File: config.mk
export PLATFORM = sky130hd
export DESIGN_NAME = opl3_host_master
export DESIGN_NICKNAME = d
export VERILOG_FILES = /design/src/rtl/opl3_host_master.sv
export SDC_FILE = /design/constraint.sdc
export NUM_CORES = 1
export LEC_CHECK = 0
export BUFFER_PORTS_ARGS = -buffer_cell sky130_fd_sc_hd__buf_2
export CAP_MARGIN = 40
export CELL_PAD_IN_SITES_DETAIL_PLACEMENT = 1
export CELL_PAD_IN_SITES_GLOBAL_PLACEMENT = 1
export CORE_AREA = 2 2 126 67
export DETAILED_ROUTE_END_ITERATION = 6
export DIE_AREA = 0 0 128 69
export GPL_TIMING_DRIVEN = 0
export PLACE_DENSITY_LB_ADDON = 0.3
export SLEW_MARGIN = 20
export SYNTH_ARGS = -nofsm -noshare
export SYNTH_HDL_FRONTEND = slang
export SYNTH_SLANG_ARGS = --single-unit
File: constraint.sdc
create_clock -name clk -period 2.7 [get_ports clk]
set_clock_uncertainty 0.1 [all_clocks]
set_input_delay 0.405 -clock clk [delete_from_list [all_inputs] [get_ports clk]]
set_output_delay 0.405 -clock clk [all_outputs]
set_load 0.1 [all_outputs]
File: src/rtl/opl3_host_master.sv
// OPL3 host-port bus-cycle generator: turns register-write requests into address/data
// write cycles and runs single status-read cycles, with programmable strobe timing.
module opl3_host_master #(
  parameter int unsigned SETUP_CYCLES        = 1,
  parameter int unsigned PULSE_CYCLES        = 4,
  parameter int unsigned HOLD_CYCLES         = 1,
  parameter int unsigned ADDR_WAIT_CYCLES    = 8,
  parameter int unsigned DATA_WAIT_CYCLES    = 8,
  parameter bit          SKIP_REDUNDANT_ADDR = 1'b0,
  parameter int unsigned REG_FILE_DATA_WIDTH = 8
) (
  input  logic                           clk,
  input  logic                           ic_n,
  input  logic                           req_valid,
  output logic                           req_ready,
  input  logic                           req_rd,
  input  logic                           req_bank,
  input  logic [REG_FILE_DATA_WIDTH-1:0] req_addr,
  input  logic [REG_FILE_DATA_WIDTH-1:0] req_data,
  output logic                           rsp_valid,
  output logic [REG_FILE_DATA_WIDTH-1:0] rsp_data,
  output logic                           cs_n,
  output logic                           wr_n,
  output logic                           rd_n,
  output logic [1:0]                     address,
  output logic [REG_FILE_DATA_WIDTH-1:0] bus_dout,
  input  logic [REG_FILE_DATA_WIDTH-1:0] bus_din
);
  localparam int unsigned W     = REG_FILE_DATA_WIDTH;
  localparam int unsigned CNT_W = 16;

  typedef enum logic [2:0] {S_IDLE, S_SETUP, S_PULSE, S_HOLD, S_WAIT} state_t;
  typedef enum logic [1:0] {PH_ADDR, PH_DATA, PH_READ} phase_t;

  function automatic logic [CNT_W-1:0] load_cnt(input int unsigned n);
    return CNT_W'(n - 1);
  endfunction

  state_t           state_q, state_d;
  phase_t           phase_q, phase_d;
  logic [CNT_W-1:0] cnt_q, cnt_d;
  logic             bank_q, bank_d;
  logic [W-1:0]     raddr_q, raddr_d, rdata_q, rdata_d;
  logic             last_vld_q, last_vld_d, last_bank_q, last_bank_d;
  logic [W-1:0]     last_addr_q, last_addr_d;
  logic             req_ready_q, req_ready_d, rsp_valid_q, rsp_valid_d;
  logic [W-1:0]     rsp_data_q, rsp_data_d, bus_dout_q, bus_dout_d;
  logic             cs_n_q, cs_n_d, wr_n_q, wr_n_d, rd_n_q, rd_n_d;
  logic [1:0]       address_q, address_d;
  logic             addr_match;

  assign addr_match = last_vld_q && (last_bank_q == req_bank) && (last_addr_q == req_addr);

  always_comb begin
    state_d     = state_q;
    phase_d     = phase_q;
    cnt_d       = cnt_q;
    bank_d      = bank_q;
    raddr_d     = raddr_q;
    rdata_d     = rdata_q;
    last_vld_d  = last_vld_q;
    last_bank_d = last_bank_q;
    last_addr_d = last_addr_q;
    rsp_valid_d = 1'b0;
    rsp_data_d  = rsp_data_q;

    unique case (state_q)
      S_IDLE: begin
        if (req_valid && req_ready_q) begin
          bank_d  = req_bank;
          raddr_d = req_addr;
          rdata_d = req_data;
          state_d = S_SETUP;
          cnt_d   = load_cnt(SETUP_CYCLES);
          if (req_rd)                               phase_d = PH_READ;
          else if (SKIP_REDUNDANT_ADDR && addr_match) phase_d = PH_DATA;
          else                                      phase_d = PH_ADDR;
        end
      end
      S_SETUP: begin
        if (cnt_q == '0) begin
          state_d = S_PULSE;
          cnt_d   = load_cnt(PULSE_CYCLES);
        end else begin
          cnt_d = cnt_q - 1'b1;
        end
      end
      S_PULSE: begin
        if (cnt_q == '0) begin
          state_d = S_HOLD;
          cnt_d   = load_cnt(HOLD_CYCLES);
          if (phase_q == PH_READ) rsp_data_d = bus_din;
        end else begin
          cnt_d = cnt_q - 1'b1;
        end
      end
      S_HOLD: begin
        if (cnt_q == '0) begin
          if (phase_q == PH_READ) begin
            state_d     = S_IDLE;
            rsp_valid_d = 1'b1;
          end else begin
            state_d = S_WAIT;
            cnt_d   = (phase_q == PH_ADDR) ? load_cnt(ADDR_WAIT_CYCLES)
                                           : load_cnt(DATA_WAIT_CYCLES);
          end
        end else begin
          cnt_d = cnt_q - 1'b1;
        end
      end
      S_WAIT: begin
        if (cnt_q == '0) begin
          if (phase_q == PH_ADDR) begin
            // The address is only remembered once its write has fully completed.
            last_vld_d  = 1'b1;
            last_bank_d = bank_q;
            last_addr_d = raddr_q;
            phase_d     = PH_DATA;
            state_d     = S_SETUP;
            cnt_d       = load_cnt(SETUP_CYCLES);
          end else begin
            state_d = S_IDLE;
          end
        end else begin
          cnt_d = cnt_q - 1'b1;
        end
      end
      default: state_d = S_IDLE;
    endcase

    // Bus outputs are decoded from the next state so every pin comes straight off a flop.
    req_ready_d = (state_d == S_IDLE);
    cs_n_d      = !(state_d == S_SETUP || state_d == S_PULSE || state_d == S_HOLD);
    wr_n_d      = !(state_d == S_PULSE && phase_d != PH_READ);
    rd_n_d      = !(state_d == S_PULSE && phase_d == PH_READ);
    address_d   = address_q;
    bus_dout_d  = bus_dout_q;
    if (state_d == S_SETUP) begin
      unique case (phase_d)
        PH_ADDR: begin address_d = {bank_d, 1'b0}; bus_dout_d = raddr_d; end
        PH_DATA: begin address_d = {bank_d, 1'b1}; bus_dout_d = rdata_d; end
        default: address_d = 2'b00;
      endcase
    end
  end

  always_ff @(posedge clk or negedge ic_n) begin
    if (!ic_n) begin
      state_q     <= S_IDLE;
      phase_q     <= PH_ADDR;
      cnt_q       <= '0;
      bank_q      <= 1'b0;
      raddr_q     <= '0;
      rdata_q     <= '0;
      last_vld_q  <= 1'b0;
      last_bank_q <= 1'b0;
      last_addr_q <= '0;
      req_ready_q <= 1'b0;
      rsp_valid_q <= 1'b0;
      rsp_data_q  <= '0;
      cs_n_q      <= 1'b1;
      wr_n_q      <= 1'b1;
      rd_n_q      <= 1'b1;
      address_q   <= 2'b00;
      bus_dout_q  <= '0;
    end else begin
      state_q     <= state_d;
      phase_q     <= phase_d;
      cnt_q       <= cnt_d;
      bank_q      <= bank_d;
      raddr_q     <= raddr_d;
      rdata_q     <= rdata_d;
      last_vld_q  <= last_vld_d;
      last_bank_q <= last_bank_d;
      last_addr_q <= last_addr_d;
      req_ready_q <= req_ready_d;
      rsp_valid_q <= rsp_valid_d;
      rsp_data_q  <= rsp_data_d;
      cs_n_q      <= cs_n_d;
      wr_n_q      <= wr_n_d;
      rd_n_q      <= rd_n_d;
      address_q   <= address_d;
      bus_dout_q  <= bus_dout_d;
    end
  end

  assign req_ready = req_ready_q;
  assign rsp_valid = rsp_valid_q;
  assign rsp_data  = rsp_data_q;
  assign cs_n      = cs_n_q;
  assign wr_n      = wr_n_q;
  assign rd_n      = rd_n_q;
  assign address   = address_q;
  assign bus_dout  = bus_dout_q;

endmodule

==> results of run 1 <==
## per-stage QoR
stage	setup TNS, ns	area [sq um]	util [%]	setup slack [ns]	power, W
after global placement	-4.752	3291	42.67	-0.2781	0.0009691
after global routing	-0.8287	3919	50.81	-0.09587	0.002173
after detailed placement	-5.753	3303	42.83	-0.3311	0.0009703
final	-0.05928	3919	50.81	-0.04600	0.002093
after floorplan	-0.04011	2910	-	-0.005013	0.0009318
after CTS	-0.07640	3746	48.57	-0.04848	0.002115
## Yosys cell counts, types with 2 or more instances
master     n
a21oi_1    9
nor2_1    17
and2_1     2
mux2_2    26
a22o_1     4
or4_4      4
o21ai_0   10
mux2i_1   17
nand2_1   22
dfstp_2    3
or3b_2     2
a31oi_1   13
o211ai_1   4
dfrtp_1   58
inv_1     16
a21o_1     3
nand3_1    2
nor4_1     2
nand2b_1   3
nor2b_1    3
clkbuf_1   7
nor3_1     6
buf_6      2
## per-layer routing
metal / global-route usage [%] / part of all wire, % / vias to the layer above
li1: - / - / 1091
met5: 0 / 0 / -
met1: 29.18 / 52 / 1179
met2: 27.15 / 43 / 51
met3: 5.280 / 4.2 / 11
met4: 6.227 / 1.2 / 0
## how the worst max path moves through the flow
| stage | start | endpoint | slack [ns] | cells past startpoint |
|---|---|---|---|---|
| 2_1_floorplan | cnt_q[0] | rsp_data[0] | -0.005 | 8 |
| 5_1_grt | cnt_q[5] | bus_dout[3] | -0.1 | 7 |
| 6_report | cnt_q[5] | bus_dout[3] | -0.05 | 7 |
| 4_1_cts | cnt_q[5] | bus_dout[0] | -0.05 | 7 |
| 3_3_place_gp | cnt_q[0] | rsp_data[6] | -0.28 | 8 |
| 3_5_place_dp | cnt_q[0] | rsp_data[6] | -0.33 | 8 |
## kinds of logic after synthesis
| family | count (synthesis) | synth area share [%] |
|---|---|---|
| DFF | 61 | 52.67 |
| muxes | 43 | 15.93 |
| AOI/OAI and AO/OA | 52 | 12.88 |
| and+or+nand+nor | 69 | 13.39 |
| adders and majority gates | 1 | 0.4306 |
| xor gates and xnor gates | 1 | 0.3015 |
| buffers and inverters | 27 | 4.393 |
## worst reg2reg max path: cells and delay by family (launching register included)
| family | cells | cell delay, ns |
|---|---|---|
| buf+inv | 1 | 0.15 |
| simple gates | 3 | 1.37 |
| mux | 2 | 0.37 |
| flops | 1 | 0.39 |
| compound gates | 1 | 0.24 |
## power by group
part	switching [W]	internal, W
combinational	0.0000238	0.0000188
sequential	0	0.000916
clock	0.000399	0.000736
total	0.000423	0.00167
## state kept, by name, summed over array words and instances, names as in the netlist
name       flops
cnt_q         16
wr_n           1
rdata_q        8
rsp_valid      1
rd_n           1
cs_n           1
state_q        3
raddr_q        8
phase_q        2
address        2
req_ready      1
bank_q         1
bus_dout       8
rsp_data       8
## cell type report
| cell class | count | area, sq um | area share [%] |
|---|---|---|---|
| clock inverter | 4 | 47.55 | 1.213 |
| inverter | 16 | 60.06 | 1.533 |
| tap | 100 | 125.1 | 3.193 |
| buffer | 10 | 72.57 | 1.852 |
| multi-input combinational | 166 | 1326 | 33.84 |
| timing repair buffer | 80 | 508.0 | 12.96 |
| sequential | 61 | 1533 | 39.11 |
| clock buffer | 12 | 246.5 | 6.290 |
## timing repair
item	in CTS	in global routing
gates resized for setup	12	19
setup buffers	14	10
endpoints found under the hold margin	0	17
pin swaps	8	3
hold buffers	0	1
setup endpoints to repair	33	36
gates cloned	1	0
==> key figures, run 1 <==
Finish
  • Final Non-Filler Cells: 449
  • Layout cells sized above 1: 44.99%
  • Most frequent cells in the layout: 56 x dfrtp_1, 52 x buf_2, 26 x mux2_2
  • Diode count: 0
  • Fillcell total: 861
  • P&R area growth vs syn: 34.88%
  • Commonest non-fill, non-tap cell in the layout: dfrtp_1
  • Fin nets: 374

Timing
  • Max Transition Viols Final: 0
  • Min setup slack post-route: -0.04600 ns
  • RSZ-0062 raised after global routing: yes
  • Fin crit share: 101.7%
  • Max Fclk: about 360 MHz
  • Hold slack: 0.2052 ns
  • Slew margin rel.: between 50% and 60%
  • Final hold viol count: 0
  • Min Tclk post-route: about 2.7 ns
  • Final setup fails: 3
  • Worst-Margin Slew: ~0.61 ns

Detailed routing
  • Post-route ant nets: 0
  • Avg WL per Cell: 18.27 um
  • WL final: ~8000 um
  • Vias per inst: just over 5
  • Total number of vias: approximately 2300
  • Initial DRC Count: 136
  • DR pass1 iterations: 4
  • Remaining DRCs: 0

Global routing
  • Vias in the first global route: 2432
  • First-pass GRT wire length: 13090 um
  • Largest net degree at the start of global routing: slightly above 60
  • Total global routing overflow: 0
  • Initial antenna violation count: 0
  • Tot GR Track Use: 19.49%

Floorplan
  • Die Height: 69 um
  • Full die area: ~0.0088 sq mm
  • Die extent in x: between 100 and 150 um
  • Core box area: 0.007712 sq mm
  • Top Ports: 52
  • FP Rows: 23
  • Initial Util: 37.67%

Synthesis
  • Synthesis-stage register bit count: 61
  • Post-Syn Area per Cell: around 11 sq um
  • Synth top area cells: dfrtp_1 50%, mux2_2 10%, mux2i_1 5.9%, nand2_1 2.8%, a31oi_1 2.8%
  • Cell accounting for the most synthesized area: dfrtp_1
  • Top-area cell type share of the netlist area: 49.96%
  • Syn nets: 284
  • Mapped cell area: about 0.0029 sq mm
  • Sequential area share after synthesis: 52.67%
  • Most used DFF post-synth: dfrtp_1
  • Library cells used by synthesis: 42
  • Gate Count Post-Synth: 254
  • Synth Warn #: 0
  • Asr flop ratio synth: 100.0%
  • Post-synth EDFFs: 0

Setup path
  • Worst R2R End: bus_dout[3]
  • Reg2reg setup slack: -0.05 ns
  • Crit Path Max Fanout: 5
  • Worst Setup Start Kind: flop
  • Worst path slowest cell: or4_4
  • Worst path bufs/invs: 1
  • Crit Path Class: flop to flop
  • Worst setup EP type: flop
  • R2R depth: 7
  • Top delay family on crit path: simple AND/OR/NAND/NOR gates
  • Cell breakdown of the critical path: or4_4 -> or4_4 -> o32ai_4 -> and2_4 -> buf_8 -> mux2i_1 -> mux2i_1
  • Critical path arrival: 2.85 ns
  • Crit Reg-Reg Startpoint: cnt_q[5]
  • Required @ worst endpoint: approximately 2.8 ns
  • Max stage delay on crit path: 0.58 ns

Hold path
  • Hold crit path type: input port to flop
  • Hold_sp: bus_din[2]
  • Hold path cells: 2
  • Worst hold endpoint: rsp_data[2]

Placement
  • Routability-driven placement congestion ratio: 0.8122
  • Port buffer count: 51
  • Placed Cells incl. Taps: 407
  • Post-DP HPWL: between 5000 and 6000 um

Clock network
  • Clock sinks: 61
  • CTS tree: done
  • CTS Buf Count: 9
  • Root Driver: clkbuf_16
  • H-tree depth: 3
  • Worst-Skew Late Latency: between 0.3 and 0.4 ns
  • Clk slew on worst S/H paths: ~0.050 ns
  • Clk buf depth: 2

Power and ir drop
  • Leakage Power: 1.981 nW
  • Pwr dens: between 500 and 600 mW/mm^2
  • Worst VDD drop: 0.0003579 V

Flow run
  • Max-cap violations: 0

Run status
  • Status: finished with violations
  • Failing checks: setup timing
(Power assumes the default switching activity.)
==> run 2: changes to the inputs <==
- CORE_AREA: 2 2 126 67 -> 2 2 148 78
- DIE_AREA: 0 0 128 69 -> 0 0 150 80
==> run 2 against run 1 <==
Against the previous run:
- the flow still finishes with violations (setup timing)
- worst setup slack worse by 0.020 ns
- sequential cell count stayed put
- sequential power hardly changed
- non-clock buffer count is 11 lower
- via count is 3.0% lower
- critical path type unchanged
- largest cell class unchanged
- largest power group unchanged
==> key figures, run 2 (synthesis results as in run 1) <==
Finish
  • Diode count: 0 (unchanged)
  • Final Non-Filler Cells: 483 (was 449)
  • Top reg by flops: cnt_q (unchanged)
  • Layout cells sized above 1: 42.31% (was 44.99%)
  • Fin nets: 363 (was 374)
  • Number of flip-flops in the largest register: 16 (unchanged)
  • P&R area growth vs syn: 34.41% (was 34.88%)
  • Most frequent cells in the layout: 57 x dfrtp_1, 52 x buf_2, 26 x mux2_2 (was 56 x dfrtp_1, 52 x buf_2, 26 x mux2_2)
  • Commonest non-fill, non-tap cell in the layout: dfrtp_1 (unchanged)

Flow run
  • Max-cap violations: 0 (unchanged)

Setup path
  • Worst setup EP type: flop (unchanged)
  • Worst R2R End: cnt_q[2] (was bus_dout[3])
  • Worst Setup Start Kind: flop (unchanged)
  • Crit Path Max Fanout: 10 (was 5)
  • Critical path arrival: 2.88 ns (was 2.85 ns)
  • Crit Reg-Reg Startpoint: cnt_q[3] (was cnt_q[5])
  • Reg2reg setup slack: -0.07 ns (was -0.05 ns)
  • Cell breakdown of the critical path: or4_4 -> or4_4 -> clkbuf_8 -> o31ai_4 -> nand3_4 -> buf_6 -> a22o_1 (was or4_4 -> or4_4 -> o32ai_4 -> and2_4 -> buf_8 -> mux2i_1 -> mux2i_1)
  • Crit Path Class: flop to flop (unchanged)
  • Worst path slowest cell: or4_4 (unchanged)
  • Max stage delay on crit path: 0.60 ns (was 0.58 ns)
  • Most common cell on crit path: or4_4
  • R2R depth: 7 (unchanged)
  • Required @ worst endpoint: 2.81 ns (was 2.80 ns)
  • CP startpoint: cnt_q[3] (was cnt_q[5])

Detailed routing
  • Initial DRC Count: 95 (was 136)
  • Total number of vias: 2262 (was 2332)
  • Vias per inst: 4.683 (was 5.194)
  • Remaining DRCs: 0 (unchanged)
  • WL final: 7597 um (was 8204 um)
  • Post-route ant nets: 0 (unchanged)
  • Avg WL per Cell: 15.73 um (was 18.27 um)
  • DR pass1 iterations: 4 (unchanged)

Power and ir drop
  • Pwr dens: 562.5 mW/mm^2 (was 534.1 mW/mm^2)
  • Sw Share: 20.56% (was 20.20%)
  • Worst VDD drop: 0.0003694 V (was 0.0003579 V)
  • Combinational share of power: 2.0% (about the same)
  • Total Power: 0.002196 W (was 0.002093 W)
  • Switch Pwr: 0.0004517 W (was 0.0004228 W)
  • Register share of total power: 41.7% (was 43.7%)
  • P_int: 0.001745 W (was 0.001670 W)
  • Clock network fraction of design power: 56.3% (was 54.2%)
  • Leakage Power: 1.959 nW (was 1.981 nW)

Timing
  • Max Transition Viols Final: 0 (unchanged)
  • Worst-Margin Slew: 0.6348 ns (was 0.6096 ns)
  • Min Tclk post-route: 2.766 ns (was 2.746 ns)
  • Fin crit share: 102.4% (was 101.7%)
  • Final hold viol count: 0 (unchanged)
  • Slew margin rel.: 57.29% (was 58.98%)
  • RSZ-0062 raised after global routing: yes (unchanged)
  • Hold slack: 0.2085 ns (was 0.2052 ns)
  • Min setup slack post-route: -0.06572 ns (was -0.04600 ns)
  • Final setup fails: 14 (was 3)
  • Max Fclk: 361.6 MHz (was 364.2 MHz)

Global routing
  • Total global routing overflow: 0 (unchanged)
  • Initial antenna violation count: 0 (unchanged)
  • First-pass GRT wire length: 12500 um (was 13090 um)
  • Largest net degree at the start of global routing: 55 (was 62)
  • Vias in the first global route: 2313 (was 2432)
  • Tot GR Track Use: 13.83% (was 19.49%)

Hold path
  • Hold crit path type: input port to flop (unchanged)
  • Worst hold endpoint: rsp_data[0] (was rsp_data[2])
  • Hold_sp: bus_din[0] (was bus_din[2])
  • Hold path cells: 2 (unchanged)

Clock network
  • Clk slew on worst S/H paths: 0.06 ns (was 0.05 ns)
  • H-tree depth: 3 (unchanged)
  • CTS tree: done (unchanged)
  • CTS Buf Count: 9 (unchanged)
  • Worst-Skew Late Latency: 0.33 ns (about the same)
  • Root Driver: clkbuf_16 (unchanged)
  • Clk buf depth: 2 (unchanged)
  • Clock sinks: 61 (unchanged)

Placement
  • Routability-driven placement congestion ratio: 0.7620 (was 0.8122)
  • Post-Place Worst Slack: -0.4080 ns (was -0.3311 ns)
  • Post-DP HPWL: 5330 um (was 5274 um)
  • Placed Cells incl. Taps: 453 (was 407)
  • Port buffer count: 51 (unchanged)

Run status
  • Failing checks: setup timing (unchanged)
  • Status: finished with violations (unchanged)

Floorplan
  • Full die area: 0.01200 sq mm (was 0.008832 sq mm)
  • Die extent in x: 150 um (was 128 um)
  • Die Height: 80 um (was 69 um)
  • Top Ports: 52 (unchanged)
  • Core box area: 0.01068 sq mm (was 0.007712 sq mm)
  • FP Rows: 27 (was 23)
  • Initial Util: 27.22% (was 37.67%)
==> run 2: worst max path at each step <==
stage | depth (start not counted) | slack [ns] | endpoint
after global placement | 8 | -0.36 | rsp_data[3]
after CTS | 9 | -0.1 | bus_dout[6]
after detailed placement | 8 | -0.41 | rsp_data[3]
after global routing | 9 | -0.13 | rsp_data[0]
after floorplan | 8 | -0.005 | rsp_data[0]
final | 7 | -0.07 | cnt_q[2]
==> run 2: per-stage QoR <==
stage / setup TNS, ns / area (sq um) / util (%)
CTS: -0.7452 / 3846 / 36.03
detailed placement: -7.322 / 3387 / 31.73
global placement: -7.554 / 3347 / 31.35
global route: -3.034 / 3905 / 36.58
floorplan: -0.04011 / 2910 / -
finish: -0.3951 / 3905 / 36.58
==> run 2: power groups by stage <==
stage	clock network (W)	registers [W]	logic, W
finish	0.00124	0.000915	0.0000447
global route	0.00132	0.000914	0.0000507
CTS	0.00127	0.000915	0.0000466
detailed placement	0	0.000931	0.0000457
global placement	0	0.000931	0.0000393
floorplan	0	0.000931	0.000000555
==> run 2: final cells by class <==
class / count / area, sq um
repair buffers: 69 / 441.7
inverters: 16 / 60.06
fillers: 1219 / 6770
multi-input cells: 166 / 1295
flip-flops and latches: 61 / 1531
clock inverters: 7 / 97.59
well taps: 145 / 181.4
plain buffers: 10 / 72.57
clock buffers: 9 / 225.2
==> run 2: routing by layer <==
metal	GRT usage, %	vias to the layer above	part of all wire, %
met5	0	-	0
met4	3.962	0	1.1
met3	4.057	10	4.2
met2	19.00	51	38
met1	20.63	1132	57
li1	-	1069	-
==> run 2: worst max-delay path: cells and delay by family (launching register included) <==
kind	cells	cell delay (ns)
AND/OR/NAND/NOR	3	1.30
flip-flops	1	0.44
buffers and inverters	2	0.39
AO/OA/AOI/OAI	2	0.41
==> run 2: repair_timing <==
item                       in CTS  in global routing
hold endpoints to repair        7                  0
setup buffers                   9                  4
pin swaps                       6                  4
setup endpoints to repair      33                 34
gates resized for setup        14                  8
hold buffers                    1                  0
gates cloned                    1                  0
